<file path="config.mk">
export PLATFORM = sky130hd
export DESIGN_NAME = sample_ram_arbiter_flat
export DESIGN_NICKNAME = d
export VERILOG_FILES = /design/src/rtl/sample_ram_arbiter_if.sv /design/src/rtl/sample_ram_arbiter.sv /design/src/flat_wrapper.sv
export SDC_FILE = /design/constraint.sdc
export NUM_CORES = 1
export LEC_CHECK = 0
export BUFFER_PORTS_ARGS = -buffer_cell sky130_fd_sc_hd__buf_2
export CORE_MARGIN = 4
export CORE_UTILIZATION = 38
export CTS_CLUSTER_DIAMETER = 40
export DETAILED_ROUTE_END_ITERATION = 8
export MAX_ROUTING_LAYER = met4
export PLACE_DENSITY = 0.77
export SLEW_MARGIN = 10
export SYNTH_ARGS = -nofsm -noshare
export SYNTH_HDL_FRONTEND = slang
export SYNTH_SLANG_ARGS = --single-unit
</file>
<file path="constraint.sdc">
create_clock -name i_clk -period 2 [get_ports i_clk]
set_input_delay 0.6 -clock i_clk [delete_from_list [all_inputs] [get_ports i_clk]]
set_output_delay 0.6 -clock i_clk [all_outputs]
set_load 0.01 [all_outputs]
</file>
<file path="src/rtl/sample_ram_arbiter_if.sv">
// Purpose : bundles the two requester ports (bridge B, FFT core C) and the sample RAM port.
// Latency : n/a, wiring only.
// Backpressure: none here; the arbiter's grants are the only flow control.
// Modports: slave  - the arbiter (drives grants, read returns, RAM strobes, busy)
//           master - the environment (drives requests, write data, RAM read data)
interface sample_ram_arbiter_if #(
    parameter int DATA_WIDTH = 32,
    parameter int ADDR_WIDTH = 12
);
    // bridge requester
    logic                  i_B_REQ;
    logic                  i_B_WE;
    logic [ADDR_WIDTH-1:0] i_B_ADR;
    logic [DATA_WIDTH-1:0] i_B_WDATA;
    logic                  o_B_GNT;
    logic                  o_B_RVALID;
    logic [DATA_WIDTH-1:0] o_B_RDATA;
    // FFT-core requester
    logic                  i_C_REQ;
    logic                  i_C_WE;
    logic [ADDR_WIDTH-1:0] i_C_ADR;
    logic [DATA_WIDTH-1:0] i_C_WDATA;
    logic                  o_C_GNT;
    logic                  o_C_RVALID;
    logic [DATA_WIDTH-1:0] o_C_RDATA;
    // sample RAM
    logic                  o_WRITE_ram;
    logic                  o_READ_ram;
    logic [ADDR_WIDTH-1:0] o_SAMPLE_INDEX_ram;
    logic [DATA_WIDTH-1:0] o_SAMPLE_ram;
    logic [DATA_WIDTH-1:0] i_DATA_FROM_RAM;
    // status
    logic                  o_BUSY;

    modport slave (
        input  i_B_REQ, i_B_WE, i_B_ADR, i_B_WDATA,
        output o_B_GNT, o_B_RVALID, o_B_RDATA,
        input  i_C_REQ, i_C_WE, i_C_ADR, i_C_WDATA,
        output o_C_GNT, o_C_RVALID, o_C_RDATA,
        output o_WRITE_ram, o_READ_ram, o_SAMPLE_INDEX_ram, o_SAMPLE_ram,
        input  i_DATA_FROM_RAM,
        output o_BUSY
    );

    modport master (
        output i_B_REQ, i_B_WE, i_B_ADR, i_B_WDATA,
        input  o_B_GNT, o_B_RVALID, o_B_RDATA,
        output i_C_REQ, i_C_WE, i_C_ADR, i_C_WDATA,
        input  o_C_GNT, o_C_RVALID, o_C_RDATA,
        input  o_WRITE_ram, o_READ_ram, o_SAMPLE_INDEX_ram, o_SAMPLE_ram,
        output i_DATA_FROM_RAM,
        input  o_BUSY
    );
endinterface

</file>
<file path="src/rtl/sample_ram_arbiter.sv">
// Purpose : two-requester (bridge B, FFT core C) arbiter in front of a single-port sample RAM.
// Latency : request sampled in cycle N, grant in N+1; read data/rvalid return one cycle after the read beat.
// Backpressure: a requester only moves when its grant is high; a beat is any granted cycle with REQ=1.
// Ports   : i_clk, i_rst (synchronous, active high), bus (sample_ram_arbiter_if.slave):
//           B/C request, write-enable, address, write data in; grant, rvalid, rdata out;
//           RAM write/read strobes, index, write data out; RAM read data in; busy out.
// Option  : define ARB_BURST_LIMIT_EN to force a yield after MAX_BURST beats when the other side waits.
module sample_ram_arbiter #(
    parameter int DATA_WIDTH = 32,
    parameter int ADDR_WIDTH = 12,
    parameter int MAX_BURST  = 16
) (
    input  logic                  i_clk,
    input  logic                  i_rst,
    sample_ram_arbiter_if.slave   bus
);

    typedef enum logic [1:0] {
        IDLE  = 2'd0,
        GNT_B = 2'd1,
        GNT_C = 2'd2
    } state_t;

    // one requester's access, as seen at the RAM side
    typedef struct packed {
        logic                  we;
        logic [ADDR_WIDTH-1:0] adr;
        logic [DATA_WIDTH-1:0] wdata;
    } acc_t;

    localparam int CNT_W = (MAX_BURST > 1) ? $clog2(MAX_BURST) : 1;

    state_t                state;
    logic                  last_c;      // 1: C was served last, so B wins the next tie
    logic [CNT_W-1:0]      beat_cnt;
    logic                  rvalid_b;
    logic                  rvalid_c;
    logic [DATA_WIDTH-1:0] rdata_b_q;
    logic [DATA_WIDTH-1:0] rdata_c_q;

    acc_t acc_b;
    acc_t acc_c;
    acc_t acc_sel;
    logic beat_b;
    logic beat_c;
    logic beat_any;

    assign acc_b = {bus.i_B_WE, bus.i_B_ADR, bus.i_B_WDATA};
    assign acc_c = {bus.i_C_WE, bus.i_C_ADR, bus.i_C_WDATA};

    assign beat_b   = (state == GNT_B) && bus.i_B_REQ;
    assign beat_c   = (state == GNT_C) && bus.i_C_REQ;
    assign beat_any = beat_b | beat_c;
    assign acc_sel  = beat_c ? acc_c : acc_b;

    // RAM port is driven straight from the granted requester and forced to zero otherwise
    assign bus.o_WRITE_ram        = beat_any &  acc_sel.we;
    assign bus.o_READ_ram         = beat_any & ~acc_sel.we;
    assign bus.o_SAMPLE_INDEX_ram = beat_any ? acc_sel.adr   : '0;
    assign bus.o_SAMPLE_ram       = beat_any ? acc_sel.wdata : '0;

    assign bus.o_B_GNT = (state == GNT_B);
    assign bus.o_C_GNT = (state == GNT_C);
    assign bus.o_BUSY  = (state != IDLE);

    // Read data is live from the RAM in the return cycle and held afterwards
    assign bus.o_B_RVALID = rvalid_b;
    assign bus.o_C_RVALID = rvalid_c;
    assign bus.o_B_RDATA  = rvalid_b ? bus.i_DATA_FROM_RAM : rdata_b_q;
    assign bus.o_C_RDATA  = rvalid_c ? bus.i_DATA_FROM_RAM : rdata_c_q;

    always_ff @(posedge i_clk) begin
        if (i_rst) begin
            state     <= IDLE;
            last_c    <= 1'b1;
            beat_cnt  <= '0;
            rvalid_b  <= 1'b0;
            rvalid_c  <= 1'b0;
            rdata_b_q <= '0;
            rdata_c_q <= '0;
        end else begin
            // return tracking is per issuer, so a grant switch cannot misroute it
            rvalid_b <= beat_b & ~acc_b.we;
            rvalid_c <= beat_c & ~acc_c.we;
            if (rvalid_b) rdata_b_q <= bus.i_DATA_FROM_RAM;
            if (rvalid_c) rdata_c_q <= bus.i_DATA_FROM_RAM;

            case (state)
                IDLE: begin
                    beat_cnt <= '0;
                    if (bus.i_B_REQ && (!bus.i_C_REQ || last_c)) begin
                        state <= GNT_B;
                    end else if (bus.i_C_REQ) begin
                        state <= GNT_C;
                    end
                end
                GNT_B: begin
                    if (!bus.i_B_REQ) begin
                        beat_cnt <= '0;
                        last_c   <= 1'b0;
                        state    <= bus.i_C_REQ ? GNT_C : IDLE;
                    end else begin
`ifdef ARB_BURST_LIMIT_EN
                        if (beat_cnt == CNT_W'(MAX_BURST - 1)) begin
                            // limit reached: restart the count, yield only if C waits
                            beat_cnt <= '0;
                            if (bus.i_C_REQ) begin
                                last_c <= 1'b0;
                                state  <= GNT_C;
                            end
                        end else begin
                            beat_cnt <= beat_cnt + 1'b1;
                        end
`else
                        beat_cnt <= beat_cnt + 1'b1;
`endif
                    end
                end
                GNT_C: begin
                    if (!bus.i_C_REQ) begin
                        beat_cnt <= '0;
                        last_c   <= 1'b1;
                        state    <= bus.i_B_REQ ? GNT_B : IDLE;
                    end else begin
`ifdef ARB_BURST_LIMIT_EN
                        if (beat_cnt == CNT_W'(MAX_BURST - 1)) begin
                            beat_cnt <= '0;
                            if (bus.i_B_REQ) begin
                                last_c <= 1'b1;
                                state  <= GNT_B;
                            end
                        end else begin
                            beat_cnt <= beat_cnt + 1'b1;
                        end
`else
                        beat_cnt <= beat_cnt + 1'b1;
`endif
                    end
                end
                default: begin
                    state    <= IDLE;
                    beat_cnt <= '0;
                end
            endcase
        end
    end

endmodule

</file>
<file path="src/flat_wrapper.sv">
// flat-port wrapper written by rule: the top's interface ports become plain ports
module sample_ram_arbiter_flat 
#(
    parameter int DATA_WIDTH = 32,
    parameter int ADDR_WIDTH = 12,
    parameter int MAX_BURST  = 16
)
  (i_clk, i_rst, bus_i_B_REQ, bus_i_B_WE, bus_i_B_ADR, bus_i_B_WDATA, bus_o_B_GNT, bus_o_B_RVALID, bus_o_B_RDATA, bus_i_C_REQ, bus_i_C_WE, bus_i_C_ADR, bus_i_C_WDATA, bus_o_C_GNT, bus_o_C_RVALID, bus_o_C_RDATA, bus_o_WRITE_ram, bus_o_READ_ram, bus_o_SAMPLE_INDEX_ram, bus_o_SAMPLE_ram, bus_i_DATA_FROM_RAM, bus_o_BUSY);
  sample_ram_arbiter_if #(.DATA_WIDTH(DATA_WIDTH), .ADDR_WIDTH(ADDR_WIDTH)) bus_i ();
  input  logic i_clk;
  input  logic i_rst;
  input wire logic [$bits(bus_i.i_B_REQ)-1:0] bus_i_B_REQ;
  input wire logic [$bits(bus_i.i_B_WE)-1:0] bus_i_B_WE;
  input wire logic [$bits(bus_i.i_B_ADR)-1:0] bus_i_B_ADR;
  input wire logic [$bits(bus_i.i_B_WDATA)-1:0] bus_i_B_WDATA;
  output wire logic [$bits(bus_i.o_B_GNT)-1:0] bus_o_B_GNT;
  output wire logic [$bits(bus_i.o_B_RVALID)-1:0] bus_o_B_RVALID;
  output wire logic [$bits(bus_i.o_B_RDATA)-1:0] bus_o_B_RDATA;
  input wire logic [$bits(bus_i.i_C_REQ)-1:0] bus_i_C_REQ;
  input wire logic [$bits(bus_i.i_C_WE)-1:0] bus_i_C_WE;
  input wire logic [$bits(bus_i.i_C_ADR)-1:0] bus_i_C_ADR;
  input wire logic [$bits(bus_i.i_C_WDATA)-1:0] bus_i_C_WDATA;
  output wire logic [$bits(bus_i.o_C_GNT)-1:0] bus_o_C_GNT;
  output wire logic [$bits(bus_i.o_C_RVALID)-1:0] bus_o_C_RVALID;
  output wire logic [$bits(bus_i.o_C_RDATA)-1:0] bus_o_C_RDATA;
  output wire logic [$bits(bus_i.o_WRITE_ram)-1:0] bus_o_WRITE_ram;
  output wire logic [$bits(bus_i.o_READ_ram)-1:0] bus_o_READ_ram;
  output wire logic [$bits(bus_i.o_SAMPLE_INDEX_ram)-1:0] bus_o_SAMPLE_INDEX_ram;
  output wire logic [$bits(bus_i.o_SAMPLE_ram)-1:0] bus_o_SAMPLE_ram;
  input wire logic [$bits(bus_i.i_DATA_FROM_RAM)-1:0] bus_i_DATA_FROM_RAM;
  output wire logic [$bits(bus_i.o_BUSY)-1:0] bus_o_BUSY;
  assign bus_i.i_B_REQ = bus_i_B_REQ;
  assign bus_i.i_B_WE = bus_i_B_WE;
  assign bus_i.i_B_ADR = bus_i_B_ADR;
  assign bus_i.i_B_WDATA = bus_i_B_WDATA;
  assign bus_o_B_GNT = bus_i.o_B_GNT;
  assign bus_o_B_RVALID = bus_i.o_B_RVALID;
  assign bus_o_B_RDATA = bus_i.o_B_RDATA;
  assign bus_i.i_C_REQ = bus_i_C_REQ;
  assign bus_i.i_C_WE = bus_i_C_WE;
  assign bus_i.i_C_ADR = bus_i_C_ADR;
  assign bus_i.i_C_WDATA = bus_i_C_WDATA;
  assign bus_o_C_GNT = bus_i.o_C_GNT;
  assign bus_o_C_RVALID = bus_i.o_C_RVALID;
  assign bus_o_C_RDATA = bus_i.o_C_RDATA;
  assign bus_o_WRITE_ram = bus_i.o_WRITE_ram;
  assign bus_o_READ_ram = bus_i.o_READ_ram;
  assign bus_o_SAMPLE_INDEX_ram = bus_i.o_SAMPLE_INDEX_ram;
  assign bus_o_SAMPLE_ram = bus_i.o_SAMPLE_ram;
  assign bus_i.i_DATA_FROM_RAM = bus_i_DATA_FROM_RAM;
  assign bus_o_BUSY = bus_i.o_BUSY;
  sample_ram_arbiter #(.DATA_WIDTH(DATA_WIDTH), .ADDR_WIDTH(ADDR_WIDTH), .MAX_BURST(MAX_BURST)) u_core (.i_clk(i_clk), .i_rst(i_rst), .bus(bus_i));
endmodule
</file>
==> reports/results.ini, run 1 <==
[status]
status=complete, but fails checks
violations=setup timing

[timing]
fin_skew_ns=0.0129
fin_crit_sh=1.17
finalSetupTns_ns=-14.31
rsz0062_at_grt=yes
worstMarginPinSlew_ns=0.346
max_freq_mhz=428
finalCriticalPeriod_ns=2.33
finalHoldViolCount=0
setup_viol=70
finalWorstSetupSlack_ns=-0.334
relSlewSlack=0.769
slew_viol_final=0

[final_layout]
drive_gt1_frac=0.674
areaGrowthSynthToFinish_pct=69.6
final_core_util=0.658
final_nets=700
n_antenna_cell=0

[logic_synthesis]
synth_edf_count=0
synth_compound_area_frac=0.123
syn_avg_cell_area_um2=11.9
synth-adder-area-share=0.0175
muxShareOfSynthArea=0.268
synth_warnings=0
yosys.area_share.simple=0.147
seq_area_frac_synth=0.387
synth_seq_cells=69
synth_top_family_by_area=multiplexers
yosys.cell_types.count=32
ys.flop_type=dfxtp_1
async_reset_ff_frac=0
synth_fp_nets=431
syn_inst=300
mappedNetlistArea_um2=3570
synthXorXnorAreaFrac=0

[worst_setup_path]
reg2reg_slack_ns=0.26
cp.arrival_ns=1.73
crit_path_max_incr_delay_ns=0.39
cp_max_fo=9
worstSetupPathType=flip-flop to output pin
crit_required_ns=1.40
crit_chain=ha_4 > and2_4 > nor2_4 > buf_4 > buf_16 > a22o_4 > buf_6
cp-start-kind=flip-flop
cp-end-kind=output pin
slowest_stage=dfxtp_4

[clocking]
clkTransAtPathRegs_ns=0.07
cts_sinks=69
cts_tree=yes
htreeDepth=3
cts_hold_buf=0
cts-root-buf=clkbuf_8
numCtsBuffers=9
clock_path_buffers=2
worst_skew_pair.late_latency_ns=0.34

[floorplan]
die_w_um=105
core_area_um2=9200
initial_core_util=0.388
fp.dieH_um=105
io_pins=241
die-area_um2=11000
rows=35

[routing]
drt-pass1-iter-count=4
ant_nets=0
drc=0
vias_per_cell=5.00
drt_first_iter_violations=221
wl_mm=13.7
vias=3423
wl_per_cell_um=20.0

[flow_run]
max_cap_violations=0

[power]
p_per_area_nw_per_um2=750
internal_power_uw=3230
swShare=0.288
power.share.clock=0.315
pwr-share-comb=0.362
peakVddDrop_mv=0.557
power.switching_uw=1310
seqPwrFrac=0.324
p_leak_uw=0.00300

[min_path]
hold_class=input port to flip-flop

[global_route]
first_global_vias=3562
grt_overflow_total=0
grt_pass1_wl_mm=19.9
grt_start_max_net_pins=35
grt.total_usage=0.240
met2_usage=0.414
antenna_found_initial=0
top_usage_layer=met2
use_met1=0.267
gr-usage-met3=0.0821

[place]
globalplace.congestion=0.941
portBuffers=240
hpwl_mm=9.78

-- what timing repair did --
action / 4_1_cts / 5_1_grt
gates resized for setup: 68 / 57
endpoints found under the setup margin: 76 / 111
gates cloned: 7 / 1
hold endpoints to repair: 0 / 0
buffers inserted: 9 / 15
pin swaps: 5 / 2
-- registers in the layout, summed over array words and instances (netlist names) --
name / flops
u_core.rdata_b_q: 32
u_core.bus.o_B_RVALID: 1
u_core.state: 2
u_core.rdata_c_q: 32
u_core.last_c: 1
u_core.bus.o_C_RVALID: 1
-- critical path, delay by kind of cell, from the launching register on --
kind	cells	cell delay, ns
AND/OR/NAND/NOR	2	0.21
flip-flops	1	0.39
buffers and inverters	3	0.41
AO/OA/AOI/OAI	1	0.25
adder cells (fa/ha/maj)	1	0.15
-- layout by cell type, fill, tap and decap left out, types with 3 or more instances in the layout --
cell	instances
a22o_1	36
a22o_4	9
buf_12	11
buf_16	3
buf_2	182
buf_4	21
buf_6	62
bufinv_16	3
clkbuf_8	11
dfxtp_1	65
dfxtp_4	3
ha_4	3
mux2_4	64
nand2_1	3
nor2b_1	64
-- worst paths after layout --
check             cells past startpoint                               end                    startpoint
setup / recovery                      7              bus_o_SAMPLE_ram[29]  u_core.state[1]$_SDFFE_PP0P_
hold / removal                        2  u_core.bus.o_B_RVALID$_SDFF_PP0_                    bus_i_B_WE
setup reg to reg                      8      u_core.state[1]$_SDFFE_PP0P_  u_core.state[0]$_SDFFE_PP0P_
hold reg to reg                       2        u_core.last_c$_SDFFE_PP1P_    u_core.last_c$_SDFFE_PP1P_
-- synthesized netlist by cell type (all sizes together), types with 3 or more instances --
library cell	n	share of area
a22o	45	0.11
buf	18	0.047
clkbuf	6	0.0063
dfxtp	69	0.39
ha	5	0.018
inv	3	0.0032
mux2	64	0.27
nand2	4	0.0049
nand2b	3	0.0067
nor2	3	0.0053
nor2b	64	0.11
nor3	3	0.0056
-- through the flow --
stage               instances  hold WS (ns)  total power, µW  instance area, µm²  worst slack, ns
floorplan                 300         0.453             2230                3570           0.0407
global route              685         0.468             4730                6050           -0.414
CTS                       676         0.459             4470                5770           -0.347
global placement          644         0.478             2730                4910           -0.250
finish                    685         0.486             4530                6050           -0.334
detailed placement        644         0.486             2750                4910           -0.247
-- area by class of cell --
| cell class | instances | area [µm²] |
|---|---|---|
| well taps | 111 | 139 |
| flip-flops and latches | 69 | 1390 |
| inverters | 3 | 13.8 |
| clock buffers | 11 | 151 |
| repair buffers | 282 | 2120 |
| clock inverters | 5 | 106 |
| fillers | 668 | 3150 |
| multi-input cells | 204 | 2120 |
-- power groups by stage --
stage,logic (µW),registers [µW],clock network (µW)
3_3_place_gp,1250,1480,0
3_5_place_dp,1270,1480,0
4_1_cts,1530,1470,1470
5_1_grt,1730,1470,1530
2_1_floorplan,747,1480,0
6_report,1640,1470,1430
-- cell families after synthesis --
group                      count (synthesis)
and+or+nand+nor                           83
muxes                                     65
adders and majority gates                  5
AOI/OAI and AO/OA                         51
buffers and inverters                     27
DFF                                       69
-- routing by layer --
layer / share of wire / routed length, µm / up-vias
li1: - / - / 1593
met1: 0.37 / 5120 / 1647
met2: 0.51 / 7010 / 171
met3: 0.10 / 1380 / 12
met4: 0.011 / 157 / 0
met5: 0 / 0 / -
Power figures use the tool's default switching activity.
==> run 2, diff against run 1 <==
Settings changed: ABC_AREA set to 1, PLACE_DENSITY 0.77 to 0.78.
==> run 2 against run 1 <==
Net effect:
- the run still ends with setup timing left
- critical path depth up 2
- sequential cell count is the same
- sequential power barely moved
- via count rose by 31%
- area after synthesis decreased by 2.9%
- global-route usage decreased by 0.71 points
- critical endpoint is now bus_o_SAMPLE_ram[23]
==> reports/results.ini, run 2 <==
[floorplan]
rows=34  ; was 35
fp.dieH_um=103  ; was 105 µm
io_pins=241  ; unchanged
core_area_um2=8810  ; was 9200 µm²
die_w_um=103  ; was 105 µm
initial_core_util=0.393  ; was 0.388
die-area_um2=10700  ; was 11000 µm²

[timing]
finalHoldViolCount=0  ; unchanged
fin_skew_ns=0.00573  ; was 0.0129 ns
max_freq_mhz=433  ; was 428 MHz
finalSetupTns_ns=-11.04  ; was -14.31 ns
finalWorstSetupSlack_ns=-0.309  ; was -0.334 ns
finalCriticalPeriod_ns=2.31  ; was 2.33 ns
setup_viol=46  ; was 70
slew_viol_final=0  ; unchanged
relSlewSlack=0.766  ; was 0.769
fin_crit_sh=1.15  ; was 1.17
rsz0062_at_grt=yes  ; unchanged
worstMarginPinSlew_ns=0.351  ; was 0.346 ns

[status]
violations=setup timing  ; unchanged
status=complete, but fails checks  ; unchanged

[worst_setup_path]
cp.arrival_ns=1.71  ; was 1.73 ns
cp-start-kind=flip-flop  ; unchanged
cp_max_fo=6  ; was 9
reg2reg_slack_ns=0.42  ; was 0.26 ns
crit_required_ns=1.40  ; about the same
cp-end-kind=output pin  ; unchanged
worstSetupPathType=flip-flop to output pin  ; unchanged

[logic_synthesis]
synth-adder-area-share=0.0181  ; was 0.0175
mappedNetlistArea_um2=3460  ; was 3570 µm²
syn_inst=537  ; was 300
synthXorXnorAreaFrac=0  ; unchanged
yosys.area.top_type=dfxtp_1  ; unchanged
muxShareOfSynthArea=0  ; was 0.268
ys.flop_type=dfxtp_1  ; unchanged
synth_top_family_by_area=simple AND/OR/NAND/NOR gates  ; was multiplexers
syn_avg_cell_area_um2=6.44  ; was 11.9 µm²
yosysTopAreaCellShare=0.399  ; was 0.387
synth_top_cells_by_count=nand2_1 (207), nor2_1 (83), dfxtp_1 (69)  ; was dfxtp_1 (69), nor2b_1 (64), mux2_4 (60)
yosysMostFrequentCell=nand2_1  ; was dfxtp_1
seq_area_frac_synth=0.399  ; was 0.387
synth_fp_nets=668  ; was 431
synth_edf_count=0  ; unchanged
synth_seq_cells=69  ; unchanged
synth_compound_area_frac=0.161  ; was 0.123
yosys.area_share.simple=0.349  ; was 0.147
synth_area_leaders=dfxtp_1 (40%), nand2_1 (22%), a21oi_1 (9.7%)  ; was dfxtp_1 (39%), mux2_4 (25%), nor2b_1 (11%)
yosys.cell_types.count=19  ; was 32
synth_warnings=0  ; unchanged
async_reset_ff_frac=0  ; unchanged

[final_layout]
final_nets=938  ; was 700
areaGrowthSynthToFinish_pct=66.5  ; was 69.6%
layout_commonest_cell=buf_2  ; unchanged
drive_gt1_frac=0.485  ; was 0.674
final_core_util=0.654  ; was 0.658
final_cell_mix=buf_2 (240), nand2_1 (207), a21oi_1 (67), dfxtp_1 (67), nor2_1 (52)  ; was buf_2 (182), dfxtp_1 (65), mux2_4 (64), nor2b_1 (64), buf_6 (62)
stdcell_area_um2=5760  ; was 6050 µm²
reg_top3=u_core.rdata_b_q (32), u_core.rdata_c_q (32), u_core.state (2)  ; unchanged

[power]
internal_power_uw=2940  ; was 3230 µW
p_leak_uw=0.00313  ; was 0.00300 µW
seqPwrFrac=0.321  ; was 0.324
peakVddDrop_mv=0.610  ; was 0.557 mV
power.switching_uw=1620  ; was 1310 µW
p_per_area_nw_per_um2=791  ; was 750 nW/µm²
swShare=0.355  ; was 0.288
pwr-share-comb=0.446  ; was 0.362
power.share.clock=0.233  ; was 0.315
finalPower_uw=4560  ; was 4530 µW

[place]
globalplace.congestion=0.942  ; was 0.941
hpwl_mm=9.40  ; was 9.78 mm
dpl_cell_area_um2=4850  ; was 4910 µm²
portBuffers=240  ; unchanged
dp_slack_ns=-0.165  ; was -0.247 ns

[flow_run]
max_cap_violations=0  ; unchanged

[routing]
wl_per_cell_um=14.6  ; was 20.0 µm
vias=4482  ; was 3423
drc=0  ; unchanged
wl_mm=13.4  ; was 13.7 mm
vias_per_cell=4.87  ; was 5.00
drt-pass1-iter-count=4  ; unchanged
drt_first_iter_violations=140  ; was 221
ant_nets=0  ; unchanged

[global_route]
grt_overflow_total=0  ; unchanged
grt_start_max_net_pins=28  ; was 35
grt_pass1_wl_mm=19.1  ; was 19.9 mm
antenna_found_initial=1  ; was 0
first_global_vias=4132  ; was 3562
grt.total_usage=0.233  ; was 0.240

[clocking]
cts_hold_buf=0  ; unchanged
clkTransAtPathRegs_ns=0.07  ; about the same
numCtsBuffers=9  ; unchanged
cts_sinks=69  ; unchanged
clock_path_buffers=2  ; unchanged
cts-root-buf=clkbuf_8  ; unchanged
worst_skew_pair.late_latency_ns=0.33  ; was 0.34 ns
htreeDepth=3  ; unchanged
cts_tree=yes  ; unchanged

[min_path]
hold_class=flip-flop to flip-flop  ; was input port to flip-flop

## run 2: cell count changes in the layout (fill, tap and decap cells not counted), sizes merged, moves of 4 or more
cell,delta
a21oi,+66
nand2,+207
buf,+4
o21ai,+43
inv,+8
mux2,-64
nor2b,-64
a22o,-45
nor2,+91
## run 2: worst paths after layout
check	startpoint	endpoint	cells past startpoint
worst max register to register	u_core.state[0]$_SDFFE_PP0P_	u_core.state[1]$_SDFFE_PP0P_	11
worst min register to register	u_core.rdata_b_q[16]$_SDFF_PP0_	u_core.rdata_b_q[16]$_SDFF_PP0_	2
worst max-delay path	u_core.state[0]$_SDFFE_PP0P_	bus_o_SAMPLE_ram[23]	9
worst min-delay path	u_core.rdata_b_q[16]$_SDFF_PP0_	u_core.rdata_b_q[16]$_SDFF_PP0_	2
## run 2: critical path, cell delays in order, from the launching register on
cell	delay [ns]
dfxtp_4	0.37
buf_6	0.10
ha_4	0.16
nand2_8	0.06
nand2_8	0.11
buf_6	0.13
buf_6	0.09
o21ai_2	0.05
nor2_2	0.14
buf_2	0.16
## run 2: per-layer routing
layer / part of all wire / GRT usage / vias up / routed length, µm
met1: 0.41 / 0.289 / 2047 / 5520
met4: 0.011 / 0.0568 / 0 / 151
met5: 0 / - / - / 0
met2: 0.51 / 0.398 / 166 / 6870
met3: 0.064 / 0.0335 / 15 / 857
li1: - / - / 2254 / -
## run 2: power by group through the flow
stage               logic, µW  registers, µW  clock network (µW)
finish                   2040           1460                1060
global route             2200           1470                1140
CTS                      1650           1460                1090
detailed placement       1390           1480                   0
global placement         1370           1480                   0
floorplan                 790           1480                   0
## run 2: repair_timing
action,4_1_cts,5_1_grt
setup buffers,8,4
endpoints found under the setup margin,46,61
endpoints found under the hold margin,0,0
resized for setup,59,82
pin swaps,7,33
cloned,5,7
## run 2: final cells by class
cell class / instances / area, µm²
antenna: 1 / 2.50
timing repair buffer: 290 / 1810
timing repair inverter: 3 / 33.8
sequential: 69 / 1390
tap: 108 / 135
inverter: 8 / 48.8
clock inverter: 5 / 52.6
fill: 778 / 3040
multi-input combinational: 426 / 2170
clock buffer: 10 / 128
## run 2: kinds of logic (layout without fill, tap and decap cells)
family | after synthesis | count (layout)
and+or+nand+nor | 309 | 310
AOI/OAI and AO/OA | 111 | 111
DFF | 69 | 69
buffers and inverters | 43 | 316
adders and majority gates | 5 | 5
other | 0 | 1
## run 2: per-stage QoR
step | instances | hold WS (ns)
after floorplan | 537 | 0.433
after global placement | 880 | 0.447
after detailed placement | 880 | 0.460
after CTS | 908 | 0.459
after global routing | 920 | 0.484
final | 920 | 0.467
==> run 3, diff against run 2 <==
Settings changed: ABC_CLOCK_PERIOD_IN_PS set to 2000, CTS_CLUSTER_DIAMETER 40 to 60, SKIP_LAST_GASP set to 1.
==> run 3 against run 2 <==
Net effect:
- the run still ends with setup timing left
- maximum frequency is 0.31% higher
- register-to-register slack hardly changed
- clock skew down 0.00094 ns
- critical path type unchanged
- critical endpoint unchanged
- largest cell class unchanged
==> reports/results.ini, run 3 (synthesis results as in run 2) <==
[final_layout]
reg_top3=u_core.rdata_b_q (32), u_core.rdata_c_q (32), u_core.state (2)  ; unchanged
areaGrowthSynthToFinish_pct=66.0  ; was 66.5%
final_cell_mix=buf_2 (240), nand2_1 (207), a21oi_1 (67), dfxtp_1 (67), nor2_1 (54)  ; was buf_2 (240), nand2_1 (207), a21oi_1 (67), dfxtp_1 (67), nor2_1 (52)
drive_gt1_frac=0.480  ; was 0.485
multi_input_area_um2=2160  ; was 2170 µm²
fillers=783  ; was 778
final_nets=938  ; unchanged
register_area_um2=1390  ; unchanged
layout_commonest_cell=buf_2  ; unchanged
stdcell_area_um2=5750  ; was 5760 µm²

[clocking]
worst_skew_pair.late_latency_ns=0.33  ; about the same
cts-root-buf=clkbuf_8  ; unchanged
clock_path_buffers=2  ; unchanged
cts_sinks=69  ; unchanged
cts_tree=yes  ; unchanged
clkTransAtPathRegs_ns=0.07  ; about the same
htreeDepth=3  ; unchanged
numCtsBuffers=9  ; unchanged

[timing]
fin_crit_sh=1.15  ; about the same
rsz0062_at_grt=yes  ; unchanged
relSlewSlack=0.764  ; was 0.766
finalCriticalPeriod_ns=2.30  ; was 2.31 ns
finalWorstSetupSlack_ns=-0.302  ; was -0.309 ns
worstMarginPinSlew_ns=0.353  ; was 0.351 ns
slew_viol_final=0  ; unchanged
fin_skew_ns=0.00479  ; was 0.00573 ns
setup_viol=46  ; unchanged
finalSetupTns_ns=-11.28  ; was -11.04 ns
finalHoldViolCount=0  ; unchanged
max_freq_mhz=434  ; was 433 MHz

[routing]
drc=0  ; unchanged
vias_per_cell=4.87  ; about the same
wl_per_cell_um=14.4  ; was 14.6 µm
drt_first_iter_violations=151  ; was 140
vias=4477  ; was 4482
drt-pass1-iter-count=4  ; unchanged
wl_mm=13.2  ; was 13.4 mm
ant_nets=0  ; unchanged

[global_route]
grt.total_usage=0.231  ; was 0.233
grt_pass1_wl_mm=19.0  ; was 19.1 mm
grt_overflow_total=0  ; unchanged
top_usage_layer=met2  ; unchanged
use_met1=0.289  ; about the same
met2_usage=0.395  ; was 0.398
antenna_found_initial=1  ; unchanged
grt_start_max_net_pins=28  ; unchanged
first_global_vias=4096  ; was 4132
gr-usage-met3=0.0315  ; was 0.0335

[flow_run]
max_cap_violations=0  ; unchanged

[min_path]
min_from=u_core.rdata_b_q[16]$_SDFF_PP0_  ; unchanged
holdPathEnd=u_core.rdata_b_q[16]$_SDFF_PP0_  ; unchanged
whs_path_depth=2  ; unchanged
hold_class=flip-flop to flip-flop  ; unchanged

[power]
pwr-share-comb=0.445  ; was 0.446
seqPwrFrac=0.322  ; was 0.321
internal_power_uw=2940  ; about the same
p_per_area_nw_per_um2=791  ; about the same
power.share.clock=0.233  ; about the same
swShare=0.354  ; was 0.355
p_leak_uw=0.00313  ; about the same
peakVddDrop_mv=0.578  ; was 0.610 mV
power.switching_uw=1610  ; was 1620 µW

[worst_setup_path]
cp.arrival_ns=1.70  ; was 1.71 ns
worstSetupPathType=flip-flop to output pin  ; unchanged
rr_worst_depth=11  ; unchanged
cp_max_fo=6  ; unchanged
cp-start-kind=flip-flop  ; unchanged
reg2reg_to=u_core.state[1]$_SDFFE_PP0P_  ; unchanged
cp-startpoint=u_core.state[0]$_SDFFE_PP0P_  ; unchanged
cp-end-kind=output pin  ; unchanged
crit_required_ns=1.40  ; about the same
reg2reg_slack_ns=0.43  ; was 0.42 ns
r2r-start=u_core.state[0]$_SDFFE_PP0P_  ; unchanged

[floorplan]
initial_core_util=0.393  ; unchanged
die_w_um=103  ; unchanged
fp.dieH_um=103  ; unchanged
rows=34  ; unchanged
core_area_um2=8810  ; unchanged
die-area_um2=10700  ; unchanged
io_pins=241  ; unchanged

[place]
globalplace.congestion=0.942  ; unchanged
portBuffers=240  ; unchanged
hpwl_mm=9.40  ; unchanged
dpl_cell_area_um2=4850  ; unchanged
dp_slack_ns=-0.165  ; unchanged

[status]
status=complete, but fails checks  ; unchanged
violations=setup timing  ; unchanged

run 3: area by class of cell:
cell class	instances	share of cell area
well taps	108	0.0235
flip-flops and latches	69	0.241
inverters	8	0.00849
repair buffers	290	0.314
diodes	1	0.000436
clock inverters	5	0.00915
clock buffers	10	0.0222
multi-input cells	426	0.375
repair inverters	3	0.00588
run 3: worst max path at each step:
stage	end	cells after the start
finish	bus_o_SAMPLE_ram[23]	9
global route	bus_o_SAMPLE_ram[23]	9
CTS	bus_o_SAMPLE_ram[11]	8
detailed placement	bus_o_SAMPLE_ram[20]	8
global placement	bus_o_SAMPLE_ram[20]	8
floorplan	bus_o_SAMPLE_ram[13]	7
run 3: per-stage QoR:
stage,power (µW),hold slack (ns),util,instances
floorplan,2270,0.433,-,537
global placement,2850,0.447,0.551,880
detailed placement,2880,0.460,0.551,880
CTS,4170,0.448,0.603,908
global route,4790,0.484,0.652,920
finish,4550,0.468,0.652,920
run 3: worst max-delay path, stage by stage (launching register included):
cell,delay (ns)
dfxtp_4,0.37
buf_6,0.10
ha_4,0.16
nand2_8,0.07
nand2_8,0.11
buf_6,0.13
buf_6,0.09
o21ai_2,0.05
nor2_2,0.14
buf_2,0.16
run 3: power groups by stage:
stage	Clock (µW)	Combinational [µW]	Sequential, µW
after floorplan	0	790	1480
after global placement	0	1370	1480
after detailed placement	0	1390	1480
after CTS	1090	1630	1460
after global routing	1140	2180	1470
final	1060	2020	1460
run 3: metal layers:
metal / up-vias / wire (µm)
met5: - / 0
met4: 0 / 185
met3: 19 / 783
met2: 158 / 6710
met1: 2050 / 5550
li1: 2250 / -
run 3: what timing repair did:
action / 4_1_cts / 5_1_grt
cloned: 5 / 7
hold endpoints to repair: 0 / 0
pin swaps: 7 / 29
setup endpoints to repair: 46 / 61
setup buffers: 8 / 4
hold buffers: 0 / 0
resized for setup: 43 / 92
